<file path="src/rtl/matrix_transposer.sv">
// Streaming tile transposer: SZI rows of SZJ elements in, SZJ columns of SZI elements out,
// through a ring of NBANKS tile buffers. Optional flush port under MATRIX_TRANSPOSER_FLUSH_EN.
module matrix_transposer #(
    parameter int unsigned SZI    = 4,
    parameter int unsigned SZJ    = 4,
    parameter int unsigned WIDTH  = 8,
    parameter int unsigned NBANKS = 2
) (
    input  logic                   clk,
    input  logic                   resetn,
    input  logic                   in_valid,
    output logic                   in_ready,
    input  logic [SZJ*WIDTH-1:0]   in_vec,
    output logic                   out_valid,
    input  logic                   out_ready,
    output logic [SZI*WIDTH-1:0]   out_vec,
`ifdef MATRIX_TRANSPOSER_FLUSH_EN
    input  logic                   flush,
`endif
    output logic                   out_last
);

    localparam int unsigned RowW  = (SZI > 1) ? $clog2(SZI) : 1;
    localparam int unsigned ColW  = (SZJ > 1) ? $clog2(SZJ) : 1;
    localparam int unsigned BankW = (NBANKS > 1) ? $clog2(NBANKS) : 1;

    typedef logic [RowW-1:0]  row_t;
    typedef logic [ColW-1:0]  col_t;
    typedef logic [BankW-1:0] bank_t;

    localparam row_t  RowLast  = row_t'(SZI - 1);
    localparam col_t  ColLast  = col_t'(SZJ - 1);
    localparam bank_t BankLast = bank_t'(NBANKS - 1);

    row_t              r_q, r_d;
    col_t              c_q, c_d;
    bank_t             wr_q, wr_d;
    bank_t             rd_q, rd_d;
    logic [NBANKS-1:0] full_q, full_d;

    // Tile storage; each row keeps element J at packed index J, matching in_vec.
    logic [SZJ-1:0][WIDTH-1:0] mem_q [NBANKS][SZI];

    logic row_acc;
    logic col_acc;
    logic flush_close;
    logic tile_close;

    function automatic bank_t bank_inc(input bank_t b);
        return (b == BankLast) ? '0 : bank_t'(b + 1'b1);
    endfunction

    assign in_ready  = ~full_q[wr_q];
    assign out_valid = full_q[rd_q];
    assign out_last  = out_valid && (c_q == ColLast);

    assign row_acc = in_valid & in_ready;
    assign col_acc = out_valid & out_ready;

`ifdef MATRIX_TRANSPOSER_FLUSH_EN
    // A flush only closes a tile that holds at least one row, counting one arriving now.
    assign flush_close = flush && in_ready && ((r_q != '0) || row_acc);
`else
    assign flush_close = 1'b0;
`endif

    assign tile_close = (row_acc && (r_q == RowLast)) || flush_close;

    always_comb begin
        r_d    = r_q;
        c_d    = c_q;
        wr_d   = wr_q;
        rd_d   = rd_q;
        full_d = full_q;

        if (row_acc) begin
            r_d = row_t'(r_q + 1'b1);
        end
        if (tile_close) begin
            r_d          = '0;
            full_d[wr_q] = 1'b1;
            wr_d         = bank_inc(wr_q);
        end

        if (col_acc) begin
            if (c_q == ColLast) begin
                c_d          = '0;
                full_d[rd_q] = 1'b0;
                rd_d         = bank_inc(rd_q);
            end else begin
                c_d = col_t'(c_q + 1'b1);
            end
        end
    end

    always_ff @(posedge clk or posedge resetn) begin
        if (resetn) begin
            r_q    <= '0;
            c_q    <= '0;
            wr_q   <= '0;
            rd_q   <= '0;
            full_q <= '0;
        end else begin
            r_q    <= r_d;
            c_q    <= c_d;
            wr_q   <= wr_d;
            rd_q   <= rd_d;
            full_q <= full_d;
        end
    end

    always_ff @(posedge clk) begin
        if (row_acc) begin
            mem_q[wr_q][r_q] <= in_vec;
        end
`ifdef MATRIX_TRANSPOSER_FLUSH_EN
        // Rows never written in a flushed tile must read back as zero.
        if (flush_close) begin
            for (int i = 0; i < int'(SZI); i++) begin
                if (i >= (int'(r_q) + (row_acc ? 1 : 0))) begin
                    mem_q[wr_q][i] <= '0;
                end
            end
        end
`endif
    end

    always_comb begin
        out_vec = '0;
        for (int i = 0; i < int'(SZI); i++) begin
            if (out_valid) begin
                out_vec[i*WIDTH +: WIDTH] = mem_q[rd_q][i][c_q];
            end
        end
    end

endmodule

</file>
<file path="config.mk">
export PLATFORM = sky130hd
export DESIGN_NAME = matrix_transposer
export DESIGN_NICKNAME = d
export VERILOG_FILES = /design/src/rtl/matrix_transposer.sv
export SDC_FILE = /design/constraint.sdc
export NUM_CORES = 1
export LEC_CHECK = 0
export CORE_ASPECT_RATIO = 0.5
export CORE_UTILIZATION = 25
export CTS_BUF_LIST = sky130_fd_sc_hd__clkbuf_8 sky130_fd_sc_hd__clkbuf_16
export CTS_CLUSTER_SIZE = 25
export DETAILED_ROUTE_END_ITERATION = 12
export GPL_ROUTABILITY_DRIVEN = 0
export PLACE_DENSITY = 0.49
export SLEW_MARGIN = 20
export SYNTH_ARGS = -nofsm -noshare
export SYNTH_HDL_FRONTEND = slang
export SYNTH_SLANG_ARGS = --single-unit
</file>
<file path="constraint.sdc">
create_clock -name clk -period 3.1 [get_ports clk]
set_input_delay 0.31 -clock clk [delete_from_list [all_inputs] [get_ports clk]]
set_output_delay 0.31 -clock clk [all_outputs]
set_load 0.03 [all_outputs]
</file>
* Word level (Yosys, flattened, before mapping)
Memory sizes are Yosys's and may differ from the RTL's.
Cells that the tools add are included.
** Cells by class
- Reductions and logical operators :: 7
- Bitwise logic cells :: 7
- Add/subtract/negate cells :: 4
- Order comparisons :: 7
- Eq/ne operators :: 2
- Muxes and demuxes :: 32
** Operators with widths (number)
- $mux W128 :: 1
- $bmux W8 S2 :: 4
- $demux W32 S2 :: 1
- $mux W8 :: 8
- $mux W32 :: 1
- $mux W2 :: 6
- $mux W1 :: 9
- $logic_and A1 B1 Y1 :: 5
- $add A2 B1 Y2 const B :: 2
- $eq A2 B2 Y1 const B :: 2
- $lt A1 B2 Y1 const B :: 2
- $ge A3 B3 Y1 const B :: 1
- $lt A2 B3 Y1 const B :: 1
- $lt A3 B1 Y1 const B :: 1
- $not A2 Y3 :: 1
- $add A1 B1 Y1 const B :: 2
- $and A1 B1 Y1 :: 2
- $and A2 B2 Y2 :: 1
- $demux W1 S1 :: 2
- $ge A1 B1 Y1 const B :: 2
- $not A2 Y2 :: 1
- $or A2 B2 Y2 :: 1
- $reduce_and A2 Y1 :: 1
- $reduce_bool A2 Y1 :: 1
- $not A1 Y1 :: 1
** Word-level totals
- Memories kept :: 1
- Memory bits (writable) :: 256
- Register bits after elaboration :: 8
- Input port bits :: 36
** Memories
- mem_q :: depth 2, width 128, read ports 1, clocked after Yosys merged registers in 0, write ports 1, line 42 : logic [SZJ-1:0][WIDTH-1:0] mem_q [NBANKS][SZI];

* Logic depth before layout (Yosys ltp)
- Depth after elaboration :: 9
- Mapped depth :: 5
- Gate-level depth less buffers :: 4

* Least setup slack after synthesis
Ideal clock, no wire load.
- Path type :: register to register
- Start point :: register r_q[0]
- End point :: memory mem_q[0][0] (netlist bit), enable pin
- Path buffers :: 0
- Clock period less this slack :: 3345 ps
- Data arrival time :: 2883 ps
- Slack :: -245 ps
- Library setup time :: 462 ps
- Cell stages (with the launch flop) :: 4
- Required time :: 2638 ps
- Cells stage by stage :: dfrtp_1 ha_1 nand2_1 nor3_1
** On the way
- Longest elaborated chain between the ends :: 6
** Ends and longest elaborated chain
- start, declared :: line 35 : row_t r_q, r_d;
- start signal, assigned :: line 104 : r_q <= r_d;
- $not A2 Y3 (not written as such) (*) :: line 114 : mem_q[wr_q][r_q] <= in_vec;
- $ge A3 B3 Y1 (not written as such) / $lt A3 B1 Y1 (equally long branches) :: line 114
- $logic_and A1 B1 Y1 (not written as such) :: line 114
- $mux W32 (not written as such) :: line 114
- $demux W32 S2 (*) :: line 114
- $mux W128 (not written as such) (*) :: line 114
- end, declared :: line 42
Every way passes the cells marked *; elsewhere a longest branch is shown, timed or not.

* Final worst setup path
- Start point :: register rd_q
- End point :: output out_vec[7]
** On the way
- Longest elaborated chain between the ends :: 4
** Ends and longest elaborated chain
- start, declared :: line 38 : bank_t rd_q, rd_d;
- start signal, assigned :: line 107 : rd_q <= rd_d;
- $mem_v2 Z2 W128
- $bmux W8 S2 :: line 132 : out_vec[i*WIDTH +: WIDTH] = mem_q[rd_q][i][c_q];
- $mux W8 (not written as such) :: line 132
- $mux W8 (*) :: line 131 : if (out_valid) begin
- end, declared :: line 16 : output logic [SZI*WIDTH-1:0] out_vec,
Every way passes the cells marked *; elsewhere a longest branch is shown, timed or not. The select of a mux whose other input is x is not followed.

==> flow_summary_export.csv <==
group,metric,value,unit
status,status,"complete, no violations",
yosys,syn-cell-area,10500,um^2
grt,antenna_found_initial,0,
critical_path,crit_chain,"buf_12, buf_12, nor2b_1, a211oi_1, nor3_1, clkdlybuf4s50_1",
sta,tightest_slew,626,ps
finish,multi_input_area,2430,um^2
finish,fillers,3974,
critical_path,cp_slowest_cell,"clkdlybuf4s50_1",
floorplan,start_util,25.6,%
drt,route.detailed.wl_per_inst,20.0,um
critical_path,cp_max_fo,30,
critical_path,rr_startpoint,"wr_q",
power,leakage,0.00424,uW
critical_path,r2r_slack,1020,ps
yosys,yosys_warnings,0,
placement,port_buffers,70,
yosys,ys_ff_latch,264,
finish,area_growth_syn_to_layout,22.9,%
cts,postCtsSetupBuffers,0,
sta,fin_crit,3020,ps
critical_path,cp.depth,6,
floorplan,rows,52,
floorplan,core_area,40900,um^2
sta,setup_viol,0,
grt,grt_use_total,11.6,%
grt,grt_max_degree,45,
drt,drc_errors,0,
yosys,synth_mux_area_share,11.0,%
finish,fin_util,31.5,%
yosys,synthAdderAreaFrac,0.597,%
drt,routed_wl,24900,um
critical_path,ff2ff_path_depth,3,
finish,post_route_cells_drive_above_1_share,24.3,%
flow_run,max-cap-violations,0,
cts,h-tree-depth,1,
critical_path,cp-end-kind,"primary output",
finish,num_antenna_cells,0,
critical_path,start_kind,"register",
finish,seq_area,7890,um^2
grt,grt_pass1_vias,5682,
drt,via_per_inst,4.39,
placement,hpwlAfterDp,14900,um
yosys,yosys.area_share.simple,4.74,%
sta,final.period_utilization,97.5,%
floorplan,die_h,147,um
drt,dr.pass1.iters,4,
yosys,yosys.area_share.xor_xnor,0,%
sta,tns,0,ps
cts,cts_sinks,264,
cts,cts_buffers,28,
floorplan,pin_count,71,
cts,cts_tree,"done",
grt,gr-total-overflow,0,
yosys,seq_area_frac_synth,75.3,%
cts,clkTransAtPathRegs,60,ps
sta,maxSlewViolCount,0,
cts,clk_latency,530,ps
power,p_per_area,959,nW/um^2
sta,slew_headroom,57.9,%
floorplan,die_area,42800,um^2
hold_path,hold_path_class,"input pin to asynchronous set/reset pin",
critical_path,path_buf_inv,3,
sta,fin_skew,11.1,ps
sta,hold_violations,0,
drt,drt.antenna.violating_nets,0,
drt,dr.first_iter.drc_count,381,
cts,cts-root-buf,"clkbuf_16",
sta,grt_setup_unrepaired,"no",
yosys,syn_area_per_cell,17.4,um^2
yosys,synth_compound_area_share,6.08,%
critical_path,critical_path_class,"register to primary output",
yosys,netlist_instances,601,
critical_path,crit_required,2790,ps
yosys,synth_nets,642,
critical_path,critical_path.top_delay_family,"buffers and inverters",
power,irDropWorstVdd,0.000506,V
critical_path,crit_arrival,2710,ps
yosys,synth_cell_types,28,
yosys,synth_top_family_by_area,"multiplexers",
floorplan,die_w,291,um
critical_path,crit_start,"rd_q",
cts,cts_buffer_depth,3,
critical_path,rr_endpoint,"mem_q[1][60]",
drt,via_count,5489,
sta,max_freq,0.331,GHz
critical_path,critPathMaxStageDelay,740,ps
finish,nNetsFinal,728,
critical_path,path_common_cell,"buf_12",
grt,grt_pass1_wl,37500,um
==> flip-flops by register name, summed over array words and instances, names as in the netlist <==
signal / count
r_q: 2
full_q: 2
wr_q: 1
c_q: 2
rd_q: 1
mem_q: 256
==> cell families (layout without fill, tap and decap cells) <==
group,after synthesis,count (layout)
buf+inv,39,147
simple gates,90,90
fa+ha+maj,5,5
compound gates,101,101
flops,264,264
mux,102,102
==> worst max path at each step <==
stage,endpoint,slack (ps)
after global placement,out_vec[19],370
after floorplan,mem_q[1][0],500
after global routing,out_vec[7],5
after detailed placement,out_vec[19],330
after CTS,out_vec[18],0.5
final,out_vec[7],80
==> cells in the final DEF, fill, tap and decap left out, drive strengths merged, types with 8 or more instances in the layout <==
| cell | count |
|---|---|
| a211oi | 32 |
| and2b | 14 |
| buf | 24 |
| clkbuf | 32 |
| clkdlybuf4s50 | 40 |
| clkinv | 9 |
| dfrtp | 8 |
| dlygate4sd2 | 24 |
| edfxtp | 256 |
| inv | 13 |
| mux2 | 101 |
| nand2 | 8 |
| nor2b | 18 |
| nor3 | 36 |
| o21ai | 33 |
| o22ai | 32 |
==> through the flow <==
stage | instance area (um^2) | cells | power [uW] | hold slack (ps) | setup WS (ps)
2_1_floorplan | 10500 | 601 | 7530 | 126 | 503
3_3_place_gp | 12000 | 1197 | 9470 | 536 | 370
3_5_place_dp | 12000 | 1197 | 9500 | 553 | 333
4_1_cts | 12900 | 1249 | 12500 | 37.1 | 0.470
5_1_grt | 12900 | 1249 | 12900 | 64.7 | 5.25
6_report | 12900 | 1249 | 12300 | 39.3 | 78.4
==> metal layers <==
layer / GRT usage [%] / vias up / wire length [um] / part of all wire, %
li1: - / 2553 / - / -
met1: 17.1 / 2808 / 12100 / 48
met2: 18.3 / 91 / 11500 / 46
met3: 1.30 / 37 / 864 / 3.5
met4: 2.95 / 0 / 517 / 2.1
met5: 0 / - / 0 / 0
==> area by class of cell <==
class / instances / share of cell area, %
Multi-Input combinational cell: 298 / 18.9
Tap cell: 540 / 5.25
Sequential cell: 264 / 61.3
Inverter: 3 / 0.0875
Clock inverter: 20 / 0.885
Clock buffer: 32 / 5.96
Timing Repair Buffer: 92 / 7.61
==> worst register-to-register path, delay by kind of cell (launching register included) <==
kind                   cells  cell delay [ps]
buffers and inverters      1              500
DFF                        1              640
and+or+nand+nor            2              550
==> cell usage after synthesis, drive strengths merged <==
cell / instances / area [um^2]
a211oi: 32 / 240
dfrtp: 8 / 200
a31oi: 1 / 6.26
a21o: 1 / 7.51
buf: 20 / 168
edfxtp: 256 / 7690
nor2: 7 / 26.3
nand3: 1 / 5.00
mux2i: 1 / 10.0
nor2b: 18 / 113
a41oi: 1 / 8.76
o22a: 1 / 8.76
and2: 1 / 6.26
and2b: 14 / 105
ha: 5 / 62.6
nor3: 36 / 180
clkbuf: 16 / 61.3
nand2: 8 / 30.0
inv: 3 / 11.3
o22ai: 32 / 200
nand2b: 4 / 25.0
mux2: 101 / 1140
or2: 1 / 6.26
o21ai: 33 / 165
==> timing repair <==
item | CTS | global route
endpoints found under the setup margin | 30 | 5
hold buffers | 0 | 0
resized for setup | 26 | 5
==> where the power goes <==
| group | internal (uW) | leakage [uW] | switching (uW) |
|---|---|---|---|
| clock network | 1840 | 0.000471 | 1300 |
| logic | 1750 | 0.00136 | 2930 |
| registers | 4370 | 0.00241 | 154 |
| total | 7950 | 0.00424 | 4390 |
Power figures use the tool's default switching activity.
